$ cat src/rtl/host_frame_sequencer_if.sv
// Bundle of the host mailbox, user request and memory bus signals of the
// frame sequencer. The sequencer owns the memory bus, so it takes the master
// side; the host/user/memory environment takes the slave side.
interface host_frame_sequencer_if #(
    parameter int ADDR_W = 21,
    parameter int DATA_W = 32,
    parameter int FIDX_W = 1
);
    // Host mailbox writes
    logic              pci_wr_en;
    logic [ADDR_W-1:0] pci_req_addr;
    logic [DATA_W-1:0] pci_input_data;
    // User compute core requests
    logic              usr_req;
    logic              usr_rd_wr;
    logic [ADDR_W-1:0] usr_addr;
    logic [DATA_W-1:0] usr_wdata;
    logic              usr_set_done;
    logic              usr_ready;
    logic              usr_rvalid;
    logic [DATA_W-1:0] usr_rdata;
    logic [FIDX_W-1:0] busy_frame;
    // Memory side
    logic              mem_rd_req;
    logic              mem_wr_en;
    logic [ADDR_W-1:0] mem_addr;
    logic [DATA_W-1:0] mem_wdata;
    logic              mem_rd_ready;
    logic [DATA_W-1:0] mem_rd_data;
    logic              flag_we;

    modport master (
        input  pci_wr_en, pci_req_addr, pci_input_data,
        input  usr_req, usr_rd_wr, usr_addr, usr_wdata, usr_set_done,
        input  mem_rd_ready, mem_rd_data,
        output usr_ready, usr_rvalid, usr_rdata, busy_frame,
        output mem_rd_req, mem_wr_en, mem_addr, mem_wdata, flag_we
    );

    modport slave (
        output pci_wr_en, pci_req_addr, pci_input_data,
        output usr_req, usr_rd_wr, usr_addr, usr_wdata, usr_set_done,
        output mem_rd_ready, mem_rd_data,
        input  usr_ready, usr_rvalid, usr_rdata, busy_frame,
        input  mem_rd_req, mem_wr_en, mem_addr, mem_wdata, flag_we
    );
endinterface

$ cat src/rtl/host_frame_sequencer.sv
// Mailbox-driven job sequencer between the PCI host and the user compute core.
// A host START write to the flag word kicks off a job on the next frame buffer
// (round-robin); the user then reads/writes frame-relative offsets until it
// signals done, and the outcome (DONE/ERR with frame index) is posted back to
// the flag word. All outputs are registered.
module host_frame_sequencer #(
    parameter int               ADDR_W      = 21,
    parameter int               DATA_W      = 32,
    parameter int               NUM_FRAMES  = 2,
    parameter int               FRAME_WORDS = 'h10000,
    parameter logic [ADDR_W-1:0] FLAG_ADDR  = 21'h07FFFE,
    parameter logic [DATA_W-1:0] START_CMD  = 32'h0001_0000,
    parameter logic [DATA_W-1:0] ABORT_CMD  = 32'h0002_0000,
    parameter logic [7:0]       ACK_CODE    = 8'd2,
    parameter logic [7:0]       DONE_CODE   = 8'd4,
    parameter logic [7:0]       ERR_CODE    = 8'd8,
    parameter bit               SWAP_BYTES  = 1'b1,
    parameter int               TIMEOUT_CYC = 1024
) (
    input  logic                  clk,
    input  logic                  rst_n,
    host_frame_sequencer_if.master bus
);
    localparam int FIDX_W = (NUM_FRAMES > 1) ? $clog2(NUM_FRAMES) : 1;
    localparam int NB     = DATA_W / 8;
    localparam int CNT_W  = (TIMEOUT_CYC > 1) ? $clog2(TIMEOUT_CYC) : 1;
    localparam logic [CNT_W-1:0]  CNT_LAST      = CNT_W'(TIMEOUT_CYC - 1);
    localparam logic [FIDX_W-1:0] LAST_FRAME    = FIDX_W'(NUM_FRAMES - 1);
    localparam logic [ADDR_W-1:0] FRAME_WORDS_A = ADDR_W'(FRAME_WORDS);

    typedef enum logic [2:0] {
        ST_IDLE, ST_ACK, ST_RUN, ST_RD_WAIT, ST_DONE, ST_ERR
    } state_t;

    state_t              state_reg, state_next;
    logic [FIDX_W-1:0]   busy_frame_reg;
    logic [CNT_W-1:0]    cnt_reg;

    logic                usr_ready_reg,  usr_ready_next;
    logic                usr_rvalid_reg, usr_rvalid_next;
    logic [DATA_W-1:0]   usr_rdata_reg,  usr_rdata_next;
    logic                mem_rd_req_reg, mem_rd_req_next;
    logic                mem_wr_en_reg,  mem_wr_en_next;
    logic [ADDR_W-1:0]   mem_addr_reg,   mem_addr_next;
    logic [DATA_W-1:0]   mem_wdata_reg,  mem_wdata_next;
    logic                flag_we_reg,    flag_we_next;

    logic                host_flag_wr;
    logic                start_hit;
    logic                abort_hit;
    logic [ADDR_W-1:0]   access_addr;
    logic [DATA_W-1:0]   wdata_mem;
    logic [DATA_W-1:0]   rdata_usr;
    logic [DATA_W-1:0]   flag_status;

    assign host_flag_wr = bus.pci_wr_en && (bus.pci_req_addr == FLAG_ADDR);
    assign start_hit    = host_flag_wr && (bus.pci_input_data == START_CMD);
    assign abort_hit    = host_flag_wr && (bus.pci_input_data == ABORT_CMD);

    // Frame-relative offset rebased onto the active frame; wraps at ADDR_W bits
    assign access_addr = (ADDR_W'(busy_frame_reg) * FRAME_WORDS_A) + bus.usr_addr;

    // Byte lane mapping between user and memory byte order (same in both directions)
    genvar gi;
    generate
        for (gi = 0; gi < NB; gi++) begin : g_lane
            if (SWAP_BYTES) begin : g_rev
                assign wdata_mem[gi*8 +: 8] = bus.usr_wdata[(NB-1-gi)*8 +: 8];
                assign rdata_usr[gi*8 +: 8] = bus.mem_rd_data[(NB-1-gi)*8 +: 8];
            end else begin : g_keep
                assign wdata_mem[gi*8 +: 8] = bus.usr_wdata[gi*8 +: 8];
                assign rdata_usr[gi*8 +: 8] = bus.mem_rd_data[gi*8 +: 8];
            end
        end
    endgenerate

    // Completion word: frame index in bits [15:8], status code OR-ed into [7:0]
    always_comb begin
        flag_status = '0;
        flag_status[8 +: FIDX_W] = busy_frame_reg;
    end

    // State register
    always_ff @(posedge clk or negedge rst_n) begin
        if (!rst_n) state_reg <= ST_IDLE;
        else        state_reg <= state_next;
    end

    // Next-state decision; abort outranks done, done outranks a user request
    always_comb begin
        state_next = state_reg;
        case (state_reg)
            ST_IDLE:    if (start_hit) state_next = ST_ACK;
            ST_ACK:     state_next = ST_RUN;
            ST_RUN: begin
                if (abort_hit)                               state_next = ST_ERR;
                else if (bus.usr_set_done)                   state_next = ST_DONE;
                else if (bus.usr_req && !bus.usr_rd_wr)      state_next = ST_RD_WAIT;
            end
            ST_RD_WAIT: begin
                if (abort_hit)                state_next = ST_ERR;
                else if (bus.mem_rd_ready)    state_next = ST_RUN;
                else if (cnt_reg == CNT_LAST) state_next = ST_ERR;
            end
            ST_DONE:    state_next = ST_IDLE;
            ST_ERR:     state_next = ST_IDLE;
            default:    state_next = ST_IDLE;
        endcase
    end

    // Output decision for the next cycle, derived from current state and inputs
    always_comb begin
        usr_ready_next  = (state_next == ST_RUN);
        usr_rvalid_next = 1'b0;
        usr_rdata_next  = usr_rdata_reg;
        mem_rd_req_next = 1'b0;
        mem_wr_en_next  = 1'b0;
        mem_addr_next   = '0;
        mem_wdata_next  = '0;
        flag_we_next    = 1'b0;
        case (state_reg)
            ST_ACK: begin
                mem_wr_en_next = 1'b1;
                flag_we_next   = 1'b1;
                mem_addr_next  = FLAG_ADDR;
                mem_wdata_next = DATA_W'(ACK_CODE);
            end
            ST_RUN: begin
                if (!abort_hit && !bus.usr_set_done && bus.usr_req) begin
                    mem_addr_next = access_addr;
                    if (bus.usr_rd_wr) begin
                        mem_wr_en_next = 1'b1;
                        mem_wdata_next = wdata_mem;
                    end else begin
                        mem_rd_req_next = 1'b1;
                    end
                end
            end
            ST_RD_WAIT: begin
                if (!abort_hit && bus.mem_rd_ready) begin
                    usr_rvalid_next = 1'b1;
                    usr_rdata_next  = rdata_usr;
                end
            end
            ST_DONE: begin
                mem_wr_en_next = 1'b1;
                flag_we_next   = 1'b1;
                mem_addr_next  = FLAG_ADDR;
                mem_wdata_next = flag_status | DATA_W'(DONE_CODE);
            end
            ST_ERR: begin
                mem_wr_en_next = 1'b1;
                flag_we_next   = 1'b1;
                mem_addr_next  = FLAG_ADDR;
                mem_wdata_next = flag_status | DATA_W'(ERR_CODE);
            end
            default: ;
        endcase
    end

    // Registered outputs
    always_ff @(posedge clk or negedge rst_n) begin
        if (!rst_n) begin
            usr_ready_reg  <= 1'b0;
            usr_rvalid_reg <= 1'b0;
            usr_rdata_reg  <= '0;
            mem_rd_req_reg <= 1'b0;
            mem_wr_en_reg  <= 1'b0;
            mem_addr_reg   <= '0;
            mem_wdata_reg  <= '0;
            flag_we_reg    <= 1'b0;
        end else begin
            usr_ready_reg  <= usr_ready_next;
            usr_rvalid_reg <= usr_rvalid_next;
            usr_rdata_reg  <= usr_rdata_next;
            mem_rd_req_reg <= mem_rd_req_next;
            mem_wr_en_reg  <= mem_wr_en_next;
            mem_addr_reg   <= mem_addr_next;
            mem_wdata_reg  <= mem_wdata_next;
            flag_we_reg    <= flag_we_next;
        end
    end

    // Round-robin frame selection on each accepted start; reset leaves the
    // last frame selected so the first job lands on frame 0
    always_ff @(posedge clk or negedge rst_n) begin
        if (!rst_n) begin
            busy_frame_reg <= LAST_FRAME;
        end else if (state_reg == ST_IDLE && start_hit) begin
            busy_frame_reg <= (busy_frame_reg == LAST_FRAME) ? '0 : busy_frame_reg + FIDX_W'(1);
        end
    end

    // Read-wait cycle counter, cleared whenever not waiting on memory
    always_ff @(posedge clk or negedge rst_n) begin
        if (!rst_n)                     cnt_reg <= '0;
        else if (state_reg == ST_RD_WAIT) cnt_reg <= cnt_reg + CNT_W'(1);
        else                            cnt_reg <= '0;
    end

    assign bus.usr_ready  = usr_ready_reg;
    assign bus.usr_rvalid = usr_rvalid_reg;
    assign bus.usr_rdata  = usr_rdata_reg;
    assign bus.busy_frame = busy_frame_reg;
    assign bus.mem_rd_req = mem_rd_req_reg;
    assign bus.mem_wr_en  = mem_wr_en_reg;
    assign bus.mem_addr   = mem_addr_reg;
    assign bus.mem_wdata  = mem_wdata_reg;
    assign bus.flag_we    = flag_we_reg;
endmodule

$ cat src/flat_wrapper.sv
// flat-port wrapper written by rule: the top's interface ports become plain ports
module host_frame_sequencer_flat 
#(
    parameter int               ADDR_W      = 21,
    parameter int               DATA_W      = 32,
    parameter int               NUM_FRAMES  = 2,
    parameter int               FRAME_WORDS = 'h10000,
    parameter logic [ADDR_W-1:0] FLAG_ADDR  = 21'h07FFFE,
    parameter logic [DATA_W-1:0] START_CMD  = 32'h0001_0000,
    parameter logic [DATA_W-1:0] ABORT_CMD  = 32'h0002_0000,
    parameter logic [7:0]       ACK_CODE    = 8'd2,
    parameter logic [7:0]       DONE_CODE   = 8'd4,
    parameter logic [7:0]       ERR_CODE    = 8'd8,
    parameter bit               SWAP_BYTES  = 1'b1,
    parameter int               TIMEOUT_CYC = 1024
)
  (clk, rst_n, bus_pci_wr_en, bus_pci_req_addr, bus_pci_input_data, bus_usr_req, bus_usr_rd_wr, bus_usr_addr, bus_usr_wdata, bus_usr_set_done, bus_mem_rd_ready, bus_mem_rd_data, bus_usr_ready, bus_usr_rvalid, bus_usr_rdata, bus_busy_frame, bus_mem_rd_req, bus_mem_wr_en, bus_mem_addr, bus_mem_wdata, bus_flag_we);
  host_frame_sequencer_if #(.ADDR_W(ADDR_W), .DATA_W(DATA_W), .FIDX_W(1)) bus_i ();
  input  logic clk;
  input  logic rst_n;
  input wire logic [$bits(bus_i.pci_wr_en)-1:0] bus_pci_wr_en;
  input wire logic [$bits(bus_i.pci_req_addr)-1:0] bus_pci_req_addr;
  input wire logic [$bits(bus_i.pci_input_data)-1:0] bus_pci_input_data;
  input wire logic [$bits(bus_i.usr_req)-1:0] bus_usr_req;
  input wire logic [$bits(bus_i.usr_rd_wr)-1:0] bus_usr_rd_wr;
  input wire logic [$bits(bus_i.usr_addr)-1:0] bus_usr_addr;
  input wire logic [$bits(bus_i.usr_wdata)-1:0] bus_usr_wdata;
  input wire logic [$bits(bus_i.usr_set_done)-1:0] bus_usr_set_done;
  input wire logic [$bits(bus_i.mem_rd_ready)-1:0] bus_mem_rd_ready;
  input wire logic [$bits(bus_i.mem_rd_data)-1:0] bus_mem_rd_data;
  output wire logic [$bits(bus_i.usr_ready)-1:0] bus_usr_ready;
  output wire logic [$bits(bus_i.usr_rvalid)-1:0] bus_usr_rvalid;
  output wire logic [$bits(bus_i.usr_rdata)-1:0] bus_usr_rdata;
  output wire logic [$bits(bus_i.busy_frame)-1:0] bus_busy_frame;
  output wire logic [$bits(bus_i.mem_rd_req)-1:0] bus_mem_rd_req;
  output wire logic [$bits(bus_i.mem_wr_en)-1:0] bus_mem_wr_en;
  output wire logic [$bits(bus_i.mem_addr)-1:0] bus_mem_addr;
  output wire logic [$bits(bus_i.mem_wdata)-1:0] bus_mem_wdata;
  output wire logic [$bits(bus_i.flag_we)-1:0] bus_flag_we;
  assign bus_i.pci_wr_en = bus_pci_wr_en;
  assign bus_i.pci_req_addr = bus_pci_req_addr;
  assign bus_i.pci_input_data = bus_pci_input_data;
  assign bus_i.usr_req = bus_usr_req;
  assign bus_i.usr_rd_wr = bus_usr_rd_wr;
  assign bus_i.usr_addr = bus_usr_addr;
  assign bus_i.usr_wdata = bus_usr_wdata;
  assign bus_i.usr_set_done = bus_usr_set_done;
  assign bus_i.mem_rd_ready = bus_mem_rd_ready;
  assign bus_i.mem_rd_data = bus_mem_rd_data;
  assign bus_usr_ready = bus_i.usr_ready;
  assign bus_usr_rvalid = bus_i.usr_rvalid;
  assign bus_usr_rdata = bus_i.usr_rdata;
  assign bus_busy_frame = bus_i.busy_frame;
  assign bus_mem_rd_req = bus_i.mem_rd_req;
  assign bus_mem_wr_en = bus_i.mem_wr_en;
  assign bus_mem_addr = bus_i.mem_addr;
  assign bus_mem_wdata = bus_i.mem_wdata;
  assign bus_flag_we = bus_i.flag_we;
  host_frame_sequencer #(.ADDR_W(ADDR_W), .DATA_W(DATA_W), .NUM_FRAMES(NUM_FRAMES), .FRAME_WORDS(FRAME_WORDS), .FLAG_ADDR(FLAG_ADDR), .START_CMD(START_CMD), .ABORT_CMD(ABORT_CMD), .ACK_CODE(ACK_CODE), .DONE_CODE(DONE_CODE), .ERR_CODE(ERR_CODE), .SWAP_BYTES(SWAP_BYTES), .TIMEOUT_CYC(TIMEOUT_CYC)) u_core (.clk(clk), .rst_n(rst_n), .bus(bus_i));
endmodule
$ cat config.mk
export PLATFORM = sky130hd
export DESIGN_NAME = host_frame_sequencer_flat
export DESIGN_NICKNAME = d
export VERILOG_FILES = /design/src/rtl/host_frame_sequencer_if.sv /design/src/rtl/host_frame_sequencer.sv /design/src/flat_wrapper.sv
export SDC_FILE = /design/constraint.sdc
export NUM_CORES = 1
export LEC_CHECK = 0
export CORE_MARGIN = 1
export CORE_UTILIZATION = 35
export DETAILED_ROUTE_END_ITERATION = 8
export GPL_TIMING_DRIVEN = 0
export PLACE_DENSITY = 0.75
export RECOVER_POWER = 100
export SETUP_SLACK_MARGIN = 0.1
export SLEW_MARGIN = 20
export SYNTH_ARGS = -nofsm -noshare
export SYNTH_HDL_FRONTEND = slang
export SYNTH_SLANG_ARGS = --single-unit
$ cat constraint.sdc
create_clock -name clk -period 5.4 [get_ports clk]
set_clock_uncertainty 0.2 [all_clocks]
set_input_delay 0.81 -clock clk [delete_from_list [all_inputs] [get_ports clk]]
set_output_delay 0.81 -clock clk [all_outputs]
set_load 0.03 [all_outputs]
# Yosys cells after proc, flatten, opt, wreduce, memory -nomap -nowiden

Index checks and enable logic that the tools add are counted.

Register bits: 104
Input bits: 145
Output and inout bits: 91

$add $sub $neg: 3
Equal/unequal tests: 10
Multiplexer cells: 24
Reductions and logical operators: 14

Operators with widths:

| cell                  | count |
|---|---|
| $pmux 32 s4           | 1 |
| $mux 32               | 2 |
| $pmux 21 s2           | 1 |
| $eq 32x17->1 const B  | 1 |
| $eq 32x18->1 const B  | 1 |
| $add 17x21->21        | 1 |
| $eq 21x19->1 const B  | 1 |
| $mux 21               | 1 |
| $mux 3                | 7 |
| $pmux 3 s4            | 1 |
| $add 10x1->10 const B | 1 |
| $eq 10x10->1 const B  | 1 |
| $mux 10               | 1 |
| $eq 3x2->1 const B    | 3 |
| $mux 1                | 9 |
| $logic_and 1x1->1     | 8 |
| $eq 3x3->1 const B    | 2 |
| $eq 3x1->1 const B    | 1 |
| $logic_not 1->1       | 3 |
| $logic_not 3->1       | 1 |
| $reduce_or 3->1       | 1 |
| $pmux 1 s2            | 1 |
| $reduce_and 2->1      | 1 |
| $add 1x1->1 const B   | 1 |

# Longest topological paths before layout

Depth after elaboration: 8
Gate-level depth with buffers: 8

# Worst setup path before layout

OpenSTA, ideal clock, no wires.

Path type: input port to flip-flop
Start: in bus_pci_input_data[22]
End: reg u_core.usr_rdata_reg[0] (netlist: u_core.bus.usr_rdata[0])
Arrival time: 2.856 ns
Data required time: 5.075 ns
Slack: 2.219 ns
Stages on the path: 8
Cell sequence: nand4b_1 or4_1 or4_1 buf_2 and3_4 buf_6 buf_6 mux2_4

Longest elaborated chain between the ends: 5

RTL lines:

| what                              | line                        | RTL |
|---|---|---|
| from (decl)                       | flat_wrapper.sv:23          | `input wire logic [$bits(bus_i.pci_input_data)-1:0] bus_pci_input_data;` |
| $eq 32x18->1                      | host_frame_sequencer.sv:58  | `assign abort_hit = host_flag_wr && (bus.pci_input_data == ABORT_CMD);` |
| $logic_and 1x1->1                 | host_frame_sequencer.sv:58  |  |
| $logic_not 1->1                   | host_frame_sequencer.sv:140 | `if (!abort_hit && bus.mem_rd_ready) begin` |
| $logic_and 1x1->1                 | host_frame_sequencer.sv:140 |  |
| $reduce_and 2->1 (no source line) | -                           |  |
| to (signal assigned)              | host_frame_sequencer.sv:175 | `usr_rdata_reg <= usr_rdata_next;` |
| to (decl)                         | host_frame_sequencer.sv:41  | `logic [DATA_W-1:0] usr_rdata_reg, usr_rdata_next;` |

No other way between the ends.
A chain may end at the register's enable or synchronous reset.

# Worst setup path in the final report

Start: in bus_pci_input_data[22]
End: reg u_core.usr_rdata_reg[15] (netlist: u_core.bus.usr_rdata[15])

Same word-level chain as after synthesis.

==> summary.md <==
| Metric | Value |
|---|---|
| DR DRC count | 0 |
| Worst setup EP type | flip-flop |
| First-pass GRT wire length | around 18,000 um |
| Number of buffers and inverters on the critical path | 4 |
| Maximum number of buffers from clock root to sink | 2 |
| Total via count after detailed routing | ~3.2k |
| Length of the first detailed-routing pass in iterations | 4 |
| Slew Viols, Final | 48 |
| Chip height | 110.4 um |
| Biggest fanout along the worst timing path | 10 |
| Last element of the critical path | u_core.bus.usr_rdata[15] |
| CTS tree | done |
| Final net count | between 600 and 700 |
| Sink Count | about 100 |
| Via count of the first global-routing pass | 3,523 |
| Horiz. Die Dim | ~110 um |
| Final weighted congestion in routability-driven placement | roughly 0.8 |
| Finished layout cell area | approximately 0.0068 mm^2 |
| Top cell type by total area after synthesis | sky130_fd_sc_hd__dfrtp_1 |
| Antenna diode count | 0 |
| Crit path launch type | primary input |
| Final critical-path required period | ~4.0 ns |
| Cell seen most often among critical-path stages | sky130_fd_sc_hd__clkbuf_1 |
| Number of hold violations in the final report | 0 |
| Largest cells by area after synthesis | sky130_fd_sc_hd__dfrtp_1, sky130_fd_sc_hd__mux2_4, sky130_fd_sc_hd__and2_1, sky130_fd_sc_hd__a21o_1, sky130_fd_sc_hd__xnor2_1 |
| Arrival time reported for the critical path endpoint | 3.99 ns |
| Final period util | approximately 73% |
| Final setup viols | 0 |
| Gate power share | roughly 8.5% |
| Setup repair after global routing missed its margin | false |
| Post-CTS setup buffer count | 0 |
| Reg-to-reg critical path startpoint | u_core.state_reg[1] |
| Path length in cells of the critical path | 9 |
| CTS buffer count | 9 |
| Fraction of power spent switching nets | about a fifth |
| Relative contribution of sequential cells to total power | 50.4% |
| Count of flip-flops with a built-in enable after synthesis | 0 |
| Area share of the largest cell type after synthesis | a little over three fifths |
| Total wirelength of the detailed-routed design | approximately 11,000 um |
| FP Rows | 39 |
| Worst Setup Path Type | in -> reg |
| Worst-path cell chain | dlygate4sd3_1 -> nand4b_1 -> or4_1 -> or4_1 -> clkbuf_1 -> and3_1 -> clkbuf_1 -> clkbuf_1 -> mux2_1 |
| Static Leakage | between 3 and 4 nW |
| Worst Setup SP | bus_pci_input_data[22] |
| Max Used Layer | met4 |
| Proportion of synthesized chip area in sequential cells | between 60% and 70% |
| Register bit total from synthesis | approximately 100 |
| Met3 wirelength from detailed routing | slightly above 800 um |
| Capturing point of the worst reg2reg path | u_core.bus.usr_rdata[15] |
| Slowest cell on the critical path | sky130_fd_sc_hd__dlygate4sd3_1 |
| Via density | ~4.6 |
| Unique masters post-synth | 33 |
| Post-detail-place hpwl | approximately 9000 um |
| Area of the die | around 0.012 mm^2 |
| Met1 wire length | between 4000 and 5000 um |
| Layout Area Growth over Synthesis | 65.38% |
| Root Driver | sky130_fd_sc_hd__clkbuf_16 |
| Placement-stage cell area | around 0.0067 mm^2 |
| Share of power burned in the clock network | about two fifths |
| Dominant synthesized flop cell | sky130_fd_sc_hd__dfrtp_1 |
| Effective utilization at floorplan | between 30% and 40% |
| Critical Path Max Stage Delay | about 0.55 ns |
| Final hold slack | about 0.28 ns |
| Post-CTS clock slew at the launch and capture registers of the worst setup and hold paths | 0.07 ns |
| F_max | roughly 0.25 GHz |
| Slew margin rel. | -56.62% |
| Run status | finished with violations |
| Initial antenna violation count | 0 |
| Highest-count cells in the layout ignoring fill and taps | sky130_fd_sc_hd__clkdlybuf4s50_1, sky130_fd_sc_hd__dfrtp_1, sky130_fd_sc_hd__dlygate4sd3_1 |
| Wire per inst | 16.10 um |
| Number of buffer cells added on primary ports | 235 |
| Worst-Skew Late Latency | ~0.34 ns |
| DR iter-0 viols | 75 |
| Internal power contribution | around 0.0012 W |
| Syn_nets | between 400 and 500 |
| Number of cells on the worst reg-to-reg path | 7 |
| Remaining antenna violation count | 0 |
| Crit path max-delay family | simple AND/OR/NAND/NOR gates |
| Power density cells | ~230 mW/mm^2 |
| Number of instances resized during post-cts repair | 0 |
| Count of boundary I/O pins | approximately 240 |
| Violated checks | capacitance limit, slew limit |
| Most common library cell in the layout ignoring fill and taps | sky130_fd_sc_hd__clkdlybuf4s50_1 |
| Routed length on met2 | between 6000 and 7000 um |
| Fin util | roughly 60% |
| Critical path data required time | roughly 5.4 ns |
| Worst Max-Slew Pin Slew | between 2 and 2.5 ns |
| Global-route total usage across every layer | 19.59% |
| Total global routing overflow | 0 |
| FFs w/ async S/R, synth | between 90% and 100% |
| Post-synthesis instance area | slightly above 0.004 mm^2 |
| Reg-to-reg slack, setup | roughly 2.9 ns |
| Hold/Removal Path Class | reg -> reg |
| Layout cells sized above 1 | under 10% |
| Max Cap Viol | 1 |
| Area of the core region | ~0.011 mm^2 |
| Synthesis warning total | 0 |
| Maximum vdd drop | between 0.15 and 0.2 mV |
| Post-synthesis area per instance | between 10 and 15 um^2 |
| Number of instances in the synthesized netlist | ~300 |
| Maximum number of pins on one net before global-route repair | 59 |
| Switching power total | 0.0003113 W |
| Number of H-tree branching levels | 3 |
| Number of hold buffers added after CTS | 0 |
| Layout filler cell count | about 1,000 |
[layer usage]
metal / vias to the layer above / track usage, %
li1: 1518 / -
met1: 1531 / 21.22
met2: 157 / 35.32
met3: 19 / 5.818
met4: 0 / 8.267
met5: - / 0
[worst register-to-register path, delay by kind of cell (launching register included)]
family / cells / cell delay, ns
AND/OR/NAND/NOR: 2 / 0.34
multiplexers: 1 / 0.39
flip-flops: 1 / 0.32
buffers and inverters: 4 / 1.15
[final cells by class]
cell class                 count  area, um^2  area share (%)
buffer                        15       56.30          0.8278
clock buffer                  14       284.0           4.176
clock inverter                 2       12.51          0.1840
inverter                       3       11.26          0.1656
multi-input combinational    177        1304           19.17
sequential                   104        2604           38.28
tap                          143       178.9           2.631
timing repair buffer         236        2351           34.57
[cell usage after synthesis (all sizes together) (5+ instances only)]
library cell  number
a21o              19
nor2              17
nor4               8
and2              33
nand4              5
and3               9
dfrtp            103
xnor2              8
nand3              8
buf                8
mux2              32
clkbuf             7
nand2              7
[power groups by stage]
stage | Sequential [W] | Clock (W) | Combinational (W)
finish | 0.000780 | 0.000637 | 0.000131
global route | 0.000780 | 0.000689 | 0.000143
CTS | 0.000780 | 0.000658 | 0.000139
detailed placement | 0.000795 | 0 | 0.000139
global placement | 0.000796 | 0 | 0.000133
floorplan | 0.000798 | 0 | 0.00000640
[through the flow]
step            power, W  setup TNS (ns)  cells  setup slack (ns)
6_report        0.001549               0    694             1.433
5_1_grt         0.001611               0    694            0.9047
3_5_place_dp   0.0009339               0    678             1.563
4_1_cts         0.001577               0    694             1.929
2_1_floorplan  0.0008041               0    299             2.219
3_3_place_gp   0.0009289          -53.10    677           -0.5204
[cell families (layout without fill, tap and decap cells)]
kind of cell / count (synthesis) / count (layout) / share of synthesized area [%]
AND/OR/NAND/NOR: 102 / 102 / 14.30
XOR/XNOR: 12 / 12 / 2.556
multiplexers: 32 / 32 / 11.41
buffers and inverters: 18 / 270 / 2.495
flip-flops: 104 / 104 / 63.31
AO/OA/AOI/OAI: 28 / 28 / 5.020
adder cells (fa/ha/maj): 3 / 3 / 0.9128
[worst min-delay path by stage]
stage / slack [ns] / startpoint / to / depth (start not counted)
floorplan: 0.26 / u_core.cnt_reg[0] / u_core.cnt_reg[0] / 1
global placement: 0.27 / u_core.bus.usr_rdata[27] / u_core.bus.usr_rdata[27] / 1
finish: 0.28 / u_core.bus.usr_rdata[19] / u_core.bus.usr_rdata[19] / 1
CTS: 0.19 / rst_n / u_core.bus.mem_wdata[4] / 1
detailed placement: 0.28 / u_core.bus.usr_rdata[27] / u_core.bus.usr_rdata[27] / 1
global route: 0.30 / u_core.bus.usr_rdata[28] / u_core.bus.usr_rdata[28] / 1
Power figures use the tool's default switching activity.
